--- src/rtl/tty_line_rx.sv ---
// Serial line receiver (8N1, LSB first) feeding a first-word-fall-through byte FIFO,
// with sticky framing-error and overrun status.
module tty_line_rx #(
   parameter int CLKS_PER_BIT = 16,
   parameter int DEPTH_LOG2   = 4
) (
   input  logic                clk,
   input  logic                reset,
   input  logic                line,
   input  logic                rd,
   input  logic                err_clr,
   output logic [7:0]          rd_data,
   output logic                empty,
   output logic                full,
   output logic [DEPTH_LOG2:0] count,
   output logic                rx_busy,
   output logic                frame_err,
   output logic                overrun
);

   localparam int DEPTH = 1 << DEPTH_LOG2;
   localparam int TW    = $clog2(CLKS_PER_BIT);
   localparam logic [TW-1:0]         H_LOAD  = TW'(CLKS_PER_BIT / 2 - 1);
   localparam logic [TW-1:0]         N_LOAD  = TW'(CLKS_PER_BIT - 1);
   localparam logic [DEPTH_LOG2:0]   DEPTH_C = (DEPTH_LOG2 + 1)'(DEPTH);

   typedef enum logic [2:0] {IDLE, START, DATA, STOP, BREAK} state_t;

   state_t                state, state_next;
   logic                  sync1, ls;
   logic [TW-1:0]         timer, timer_next;
   logic [2:0]            bit_idx, bit_idx_next;
   logic [7:0]            shreg, shreg_next;
   logic                  push, ferr_set;
   logic                  pop, wr_en, ovr_set;
   logic [DEPTH_LOG2-1:0] wr_ptr, rd_ptr;
   logic [7:0]            mem [DEPTH];

   // Two-flop synchroniser, preset to the idle level so reset never looks like a start bit.
   always_ff @(posedge clk) begin
      if (reset) begin
         sync1 <= 1'b1;
         ls    <= 1'b1;
      end else begin
         sync1 <= line;
         ls    <= sync1;
      end
   end

   always_ff @(posedge clk) begin
      if (reset) begin
         state   <= IDLE;
         timer   <= '0;
         bit_idx <= '0;
         shreg   <= '0;
      end else begin
         state   <= state_next;
         timer   <= timer_next;
         bit_idx <= bit_idx_next;
         shreg   <= shreg_next;
      end
   end

   // The timer counts down to zero; the sample is taken in the cycle where it reads zero.
   always_comb begin
      state_next   = state;
      timer_next   = (timer == '0) ? timer : timer - TW'(1);
      bit_idx_next = bit_idx;
      shreg_next   = shreg;
      push         = 1'b0;
      ferr_set     = 1'b0;
      case (state)
         IDLE: begin
            if (!ls) begin
               state_next = START;
               timer_next = H_LOAD;
            end
         end
         START: begin
            if (timer == '0) begin
               timer_next = N_LOAD;
               if (ls) begin
                  state_next = IDLE;
               end else begin
                  state_next   = DATA;
                  bit_idx_next = 3'd0;
               end
            end
         end
         DATA: begin
            if (timer == '0) begin
               shreg_next   = {ls, shreg[7:1]};
               timer_next   = N_LOAD;
               bit_idx_next = bit_idx + 3'd1;
               if (bit_idx == 3'd7) begin
                  state_next = STOP;
               end
            end
         end
         STOP: begin
            if (timer == '0) begin
               timer_next = N_LOAD;
               if (ls) begin
                  push       = 1'b1;
                  state_next = IDLE;
               end else begin
                  ferr_set   = 1'b1;
                  state_next = BREAK;
               end
            end
         end
         BREAK: begin
            if (ls) begin
               state_next = IDLE;
               timer_next = N_LOAD;
            end
         end
         default: state_next = IDLE;
      endcase
   end

   // A pop in the same cycle frees the slot, so a push into a full FIFO still succeeds.
   assign pop     = rd && !empty;
   assign wr_en   = push && (!full || pop);
   assign ovr_set = push && full && !pop;

   always_ff @(posedge clk) begin
      if (reset) begin
         wr_ptr <= '0;
         rd_ptr <= '0;
         count  <= '0;
      end else begin
         if (wr_en) begin
            wr_ptr <= wr_ptr + DEPTH_LOG2'(1);
         end
         if (pop) begin
            rd_ptr <= rd_ptr + DEPTH_LOG2'(1);
         end
         if (wr_en && !pop) begin
            count <= count + (DEPTH_LOG2 + 1)'(1);
         end else if (pop && !wr_en) begin
            count <= count - (DEPTH_LOG2 + 1)'(1);
         end
      end
   end

   always_ff @(posedge clk) begin
      if (wr_en) begin
         mem[wr_ptr] <= shreg;
      end
   end

   // Sticky status: a new error event wins over a simultaneous clear.
   always_ff @(posedge clk) begin
      if (reset) begin
         frame_err <= 1'b0;
         overrun   <= 1'b0;
      end else begin
         frame_err <= ferr_set || (frame_err && !err_clr);
         overrun   <= ovr_set  || (overrun   && !err_clr);
      end
   end

   assign empty   = (count == '0);
   assign full    = (count == DEPTH_C);
   assign rd_data = empty ? 8'h00 : mem[rd_ptr];
   assign rx_busy = (state != IDLE);

endmodule

--- config.mk ---
export PLATFORM = sky130hd
export DESIGN_NAME = tty_line_rx
export DESIGN_NICKNAME = d
export VERILOG_FILES = /design/src/rtl/tty_line_rx.sv
export SDC_FILE = /design/constraint.sdc
export NUM_CORES = 1
export LEC_CHECK = 0
export ABC_AREA = 1
export CELL_PAD_IN_SITES_DETAIL_PLACEMENT = 0
export CELL_PAD_IN_SITES_GLOBAL_PLACEMENT = 1
export CORE_ASPECT_RATIO = 1.75
export CORE_MARGIN = 3
export CORE_UTILIZATION = 48
export CTS_BUF_LIST = sky130_fd_sc_hd__clkbuf_4 sky130_fd_sc_hd__clkbuf_8 sky130_fd_sc_hd__clkbuf_16
export CTS_CLUSTER_SIZE = 24
export DETAILED_ROUTE_END_ITERATION = 10
export PLACE_DENSITY = 0.74
export SYNTH_ARGS = -nofsm -noshare
export SYNTH_HDL_FRONTEND = slang
export SYNTH_SLANG_ARGS = --single-unit
--- constraint.sdc ---
create_clock -name clk -period 3.2 [get_ports clk]
set_clock_uncertainty 0.1 [all_clocks]
set_input_delay 0.96 -clock clk [delete_from_list [all_inputs] [get_ports clk]]
set_output_delay 0.96 -clock clk [all_outputs]
set_load 0.01 [all_outputs]
== Word level (Yosys, flattened, before mapping) ==
Memories as Yosys holds them, arrays and structs flattened. A register that Yosys moved wholly into a read port is not among the register bits.
Index checks and enable logic that the tools add are counted.
Word-level totals
  register bits after elaboration: 35
  bits in writable memories: 128
  input port bits: 5
  output and inout port bits: 18
  logic and storage cells: 88
  memories kept: 1
Memory list
  mem: words 16, bits a word 8, rd ports 1, clocked after memory_dff 1, write ports 1, line 37  | logic [7:0] mem [DEPTH];
Cells by class
  add/sub/neg operators: 6
  eq/ne operators: 13
  multiplexer cells: 31
  reduce and logical (&&, ||, !) cells: 26
Operators by type and width (count)
  3-bit two-way mux: 10
  4-bit two-way mux: 6
  3-bit case mux with 5 select lines: 1
  2-bit inequality test (second input constant): 7
  4-bit case mux with 3 select lines: 1
  5-bit two-way mux: 2
  4-bit by 1-bit adder with 4-bit output (second input constant): 2
  1-bit logical AND: 8
  1-bit two-way mux: 8
  8-bit two-way mux: 1
  3-bit by 2-bit equality test with 1-bit output (second input constant): 2
  3-bit equality test (second input constant): 2
  3-bit case mux with 2 select lines: 1
  6-bit AND reduction: 1
  5-bit by 1-bit adder with 5-bit output (second input constant): 1
  5-bit equality test (second input constant): 1
  1-bit logical NOT: 5
  5-bit logical NOT: 1
  5-bit by 1-bit subtractor with 5-bit output (second input constant): 1
  4-bit logical NOT: 1
  4-bit AND reduction: 1
  2-bit nonzero test: 2
  4-bit by 1-bit subtractor with 4-bit output (second input constant): 1
  3-bit by 1-bit adder with 3-bit output (second input constant): 1
  7 further kinds: 9

== Depth between registers and ports, before layout ==
  word-level depth: 9
  mapped depth: 16
  gate-level depth less buffers: 16

== Least setup slack after synthesis ==
No wires, ideal clock.
  kind: input to register
  from: in rd
  to: reg count[3]
  library setup time: 0.116 ns
  arrival: 2.411 ns
  required time: 2.984 ns
  setup slack: 0.572 ns
  cell stages on the path: 13
  buffers on the path: 0
  path through: inv_1 -> nand2_1 -> nand2_2 -> clkinv_4 -> ha_1 -> inv_1 -> ha_1 -> a21oi_1 -> nand2_1 -> nand2_1 -> nand3_1 -> o211ai_1 -> inv_1
Between the ends
  word-level cells in the longest chain between the ends: 6
  elaborated cells on any way between the ends: 9
  classes of those cells: mux: 1; reduce/logical: 8
RTL lines
  start, declared: line 10  | input logic rd,
  1-bit logical AND *: line 123  | assign pop = rd && !empty;
  1-bit logical OR *: line 124  | assign wr_en = push && (!full || pop);
  1-bit logical AND *: line 124
  net wr_en: line 35  | logic pop, wr_en, ovr_set;
  1-bit logical NOT: line 141  | end else if (pop && !wr_en) begin
  1-bit logical AND: line 141
  2-bit nonzero test (no source line)
  end signal, assigned: line 140  | count <= count + (DEPTH_LOG2 + 1)'(1);
  end signal, assigned: line 142  | count <= count - (DEPTH_LOG2 + 1)'(1);
  end, declared: line 15  | output logic [DEPTH_LOG2:0] count,
Mark *: on every way through the listed nets, which the timed path passes. The rest lies on a longest branch.
A chain may end at the register's enable or synchronous reset.

==> results by group <==
Die
  – I/O pin cnt: 23
  – Core area: approximately 15000 um2
  – Die height: 168 um
  – # rows: 58
  – Die W: 98.5 um
  – Initial core utilization: 49.6%
  – Die Footprint: 16600 um2

Logic synthesis
  – Post-synth EDFFs: between 100 and 150
  – Post-synthesis sequential area ratio: around 64%
  – Cell with the most instances after synthesis: nand2_1
  – Yosys Warn Count: 0
  – Netlist cell types: 31
  – Top cells by count, synth: nand2_1 (213), edfxtp_1 (128), nand3_1 (117)
  – Synth top area cells: edfxtp_1 (53%), nand2_1 (11%), dfxtp_1 (11%)
  – Mapped Cells: 712
  – Syn_nets: 732
  – Most common flop cell mapped by yosys: edfxtp_1
  – Mapped Area: about 7200 um2
  – Synth Register Bits: 167
  – Synth async-reset ratio: 0%
  – Syn avg cell area: 10.1 um2
  – Post-synth top area share: 53.4%
  – Leading area contributor after synthesis: edfxtp_1

Pwr
  – Pwr dens: between 800 and 900 nW/um2
  – Net Sw Frac: about 34%
  – Worst IR Drop VDD: 0.488 mV
  – Clock share of power: 29.1%
  – Leak Pwr: 3.30 nW
  – Gate power share: 30.7%
  – Seq pwr share: 40.1%
  – Switching power: 0.00235 W
  – P_int: between 0.004 and 0.005 W

Clocking
  – Clock Tree Buf Depth: 2
  – CTS Buf Count: 17
  – Clock Latency Late Sink: ~0.42 ns
  – # clock sinks: 167
  – CTS root buffer: clkbuf_16
  – # hold bufs at CTS: 0
  – Clock H-tree levels: 4
  – # Post-CTS Setup Buffers: 0
  – TritonCTS clock tree: done
  – Clk pin slew, worst setup/hold paths: 0.06 ns

Timing
  – Final hold violation count: 0
  – Finish-stage setup viols: 0
  – Fin crit share: 97.2%
  – Fin. max-slew vios: 0
  – Slew margin rel.: between 40 and 50%
  – Setup_tns: 0 ns
  – Slew at the pin with the worst max-slew slack: 0.830 ns
  – Final min period: 3.11 ns
  – Maximum clock frequency: 0.322 GHz

Layout
  – N_diodes: 0
  – Fin util: 57.6%
  – Area Growth Syn to Fin: 16.2%
  – Layout cell share with drive strength beyond 1: 12.1%
  – Multi-input logic area: 2260 um2
  – Reg area: 4630 um2
  – # fillers: 1253
  – Final #Nets: 774

Detailed routing
  – Routed len/inst: 17.5 um
  – Drt initial violations: 254
  – Final wirelength: 16500 um
  – Avg Vias per Cell: roughly 5.4
  – Final ANT Viol Nets: 0
  – Residual DRC count: 0
  – DR vias: between 5000 and 6000
  – DRT Pass-1 Iters: 5

Global route
  – Tot GR Track Use: 21.0%
  – First-pass GRT wire length: 26600 um
  – Grt ovf: 0
  – Initial antenna violation count: 0
  – Largest net degree at the start of global routing: 53
  – Vias in the first global route: 5060

Worst setup path
  – Arrival @ worst endpoint: roughly 2.1 ns
  – R2R Path Start: timer[0]$_SDFF_PP0_
  – Worst path required time: 2.14 ns
  – Critical Path Fanout Max: 16
  – Critical path startpoint category: register
  – CP endpoint kind: primary output
  – Crit path kind: register to primary output

Status
  – Status: finished, final reports clean

Place
  – Gpl congestion: 0.823
  – DP HPWL: roughly 11000 um
  – IO Port Bufs: 22

Worst hold path
  – Hold_sp: sync1$_SDFF_PP1_
  – Worst hold path type: register to register

Job
  – Maxcap violations: 0
==> per-stage QoR <==
stage / instance area, um2 / worst slack [ns] / instances / hold WS, ns / total power, W
6_report: 8360 / 0.0902 / 946 / 0.313 / 0.00683
5_1_grt: 8360 / -0.00530 / 946 / 0.334 / 0.00724
4_1_cts: 8370 / 0.0433 / 946 / 0.318 / 0.00687
3_5_place_dp: 7730 / 0.0270 / 913 / 0.300 / 0.00487
3_3_place_gp: 7730 / 0.0928 / 913 / 0.296 / 0.00481
2_1_floorplan: 7190 / 0.572 / 712 / 0.289 / 0.00403
==> cells by family (layout without fill, tap and decap cells) <==
kind of cell | after synthesis | after routing | share of synthesized area [%]
buf+inv | 71 | 125 | 4.37
simple gates | 406 | 406 | 24.5
xor+xnor | 7 | 7 | 0.852
compound gates | 46 | 46 | 3.30
flops | 167 | 167 | 64.3
fa+ha+maj | 15 | 15 | 2.71
==> routing by layer <==
layer	share of wire [%]	GRT usage [%]
met1	37	22.9
met2	56	39.2
met3	3.4	3.73
met4	2.9	9.22
met5	0	0
==> layout make-up <==
cell class | count | share of cell area [%]
Sequential cell | 167 | 55.3
Multi-Input combinational cell | 474 | 27.1
Timing Repair Buffer | 53 | 5.93
Clock buffer | 18 | 5.18
Tap cell | 180 | 2.69
Inverter | 41 | 2.04
Clock inverter | 13 | 1.77
==> registers in the layout (all words and copies together), names as in the netlist, named ones only <==
name,flops
mem,128
bit_idx,3
shreg,8
overrun,1
count,5
state,3
ls,1
timer,4
sync1,1
rd_ptr,4
frame_err,1
wr_ptr,4
==> final timing paths <==
| path | endpoint | slack [ns] | depth (start not counted) |
|---|---|---|---|
| worst min register to register | ls$_SDFF_PP1_ | 0.31 | 1 |
| worst max-delay path | rd_data[3] | 0.09 | 9 |
| worst min-delay path | ls$_SDFF_PP1_ | 0.31 | 1 |
| worst max register to register | count[4]$_SDFFE_PP0P_ | 0.53 | 16 |
==> cell usage in the layout, fill, tap and decap left out, drive strengths merged <==
master	n
dfxtp	39
fa	1
xnor2	2
clkinv	7
clkdlybuf4s15	1
clkdlybuf4s50	14
clkinvlp	4
clkbuf	23
or2	2
nor2	60
dlygate4sd2	2
o211ai	2
a21oi	25
edfxtp	128
inv	41
bufinv	2
nand3	119
bufbuf	1
xor2	5
nor3	2
ha	14
nand2	220
a31oi	2
o21ai	17
nand4	3
buf	30
==> worst max-delay path, stage by stage, from the launching register on <==
cell and delay, ns:
dfxtp_2 0.35, inv_4 0.12, bufbuf_16 0.32, nand2_1 0.06, nand3_1 0.06, nand3_1 0.09, nand2_1 0.07, nand2_1 0.05
a21oi_1 0.22, clkdlybuf4s15_1 0.28
==> timing repair <==
action	in CTS	in global routing
gates resized for setup	10	15
pin swaps	0	0
setup endpoints to repair	8	8
endpoints found under the hold margin	0	0
gates cloned	2	0
==> power by group through the flow <==
stage / sequential (W) / combinational, W / clock, W
3_5_place_dp: 0.00278 / 0.00209 / 0
4_1_cts: 0.00274 / 0.00211 / 0.00202
6_report: 0.00274 / 0.00210 / 0.00199
2_1_floorplan: 0.00270 / 0.00133 / 0
5_1_grt: 0.00276 / 0.00237 / 0.00211
3_3_place_gp: 0.00278 / 0.00203 / 0
Power figures use the tool's default switching activity.
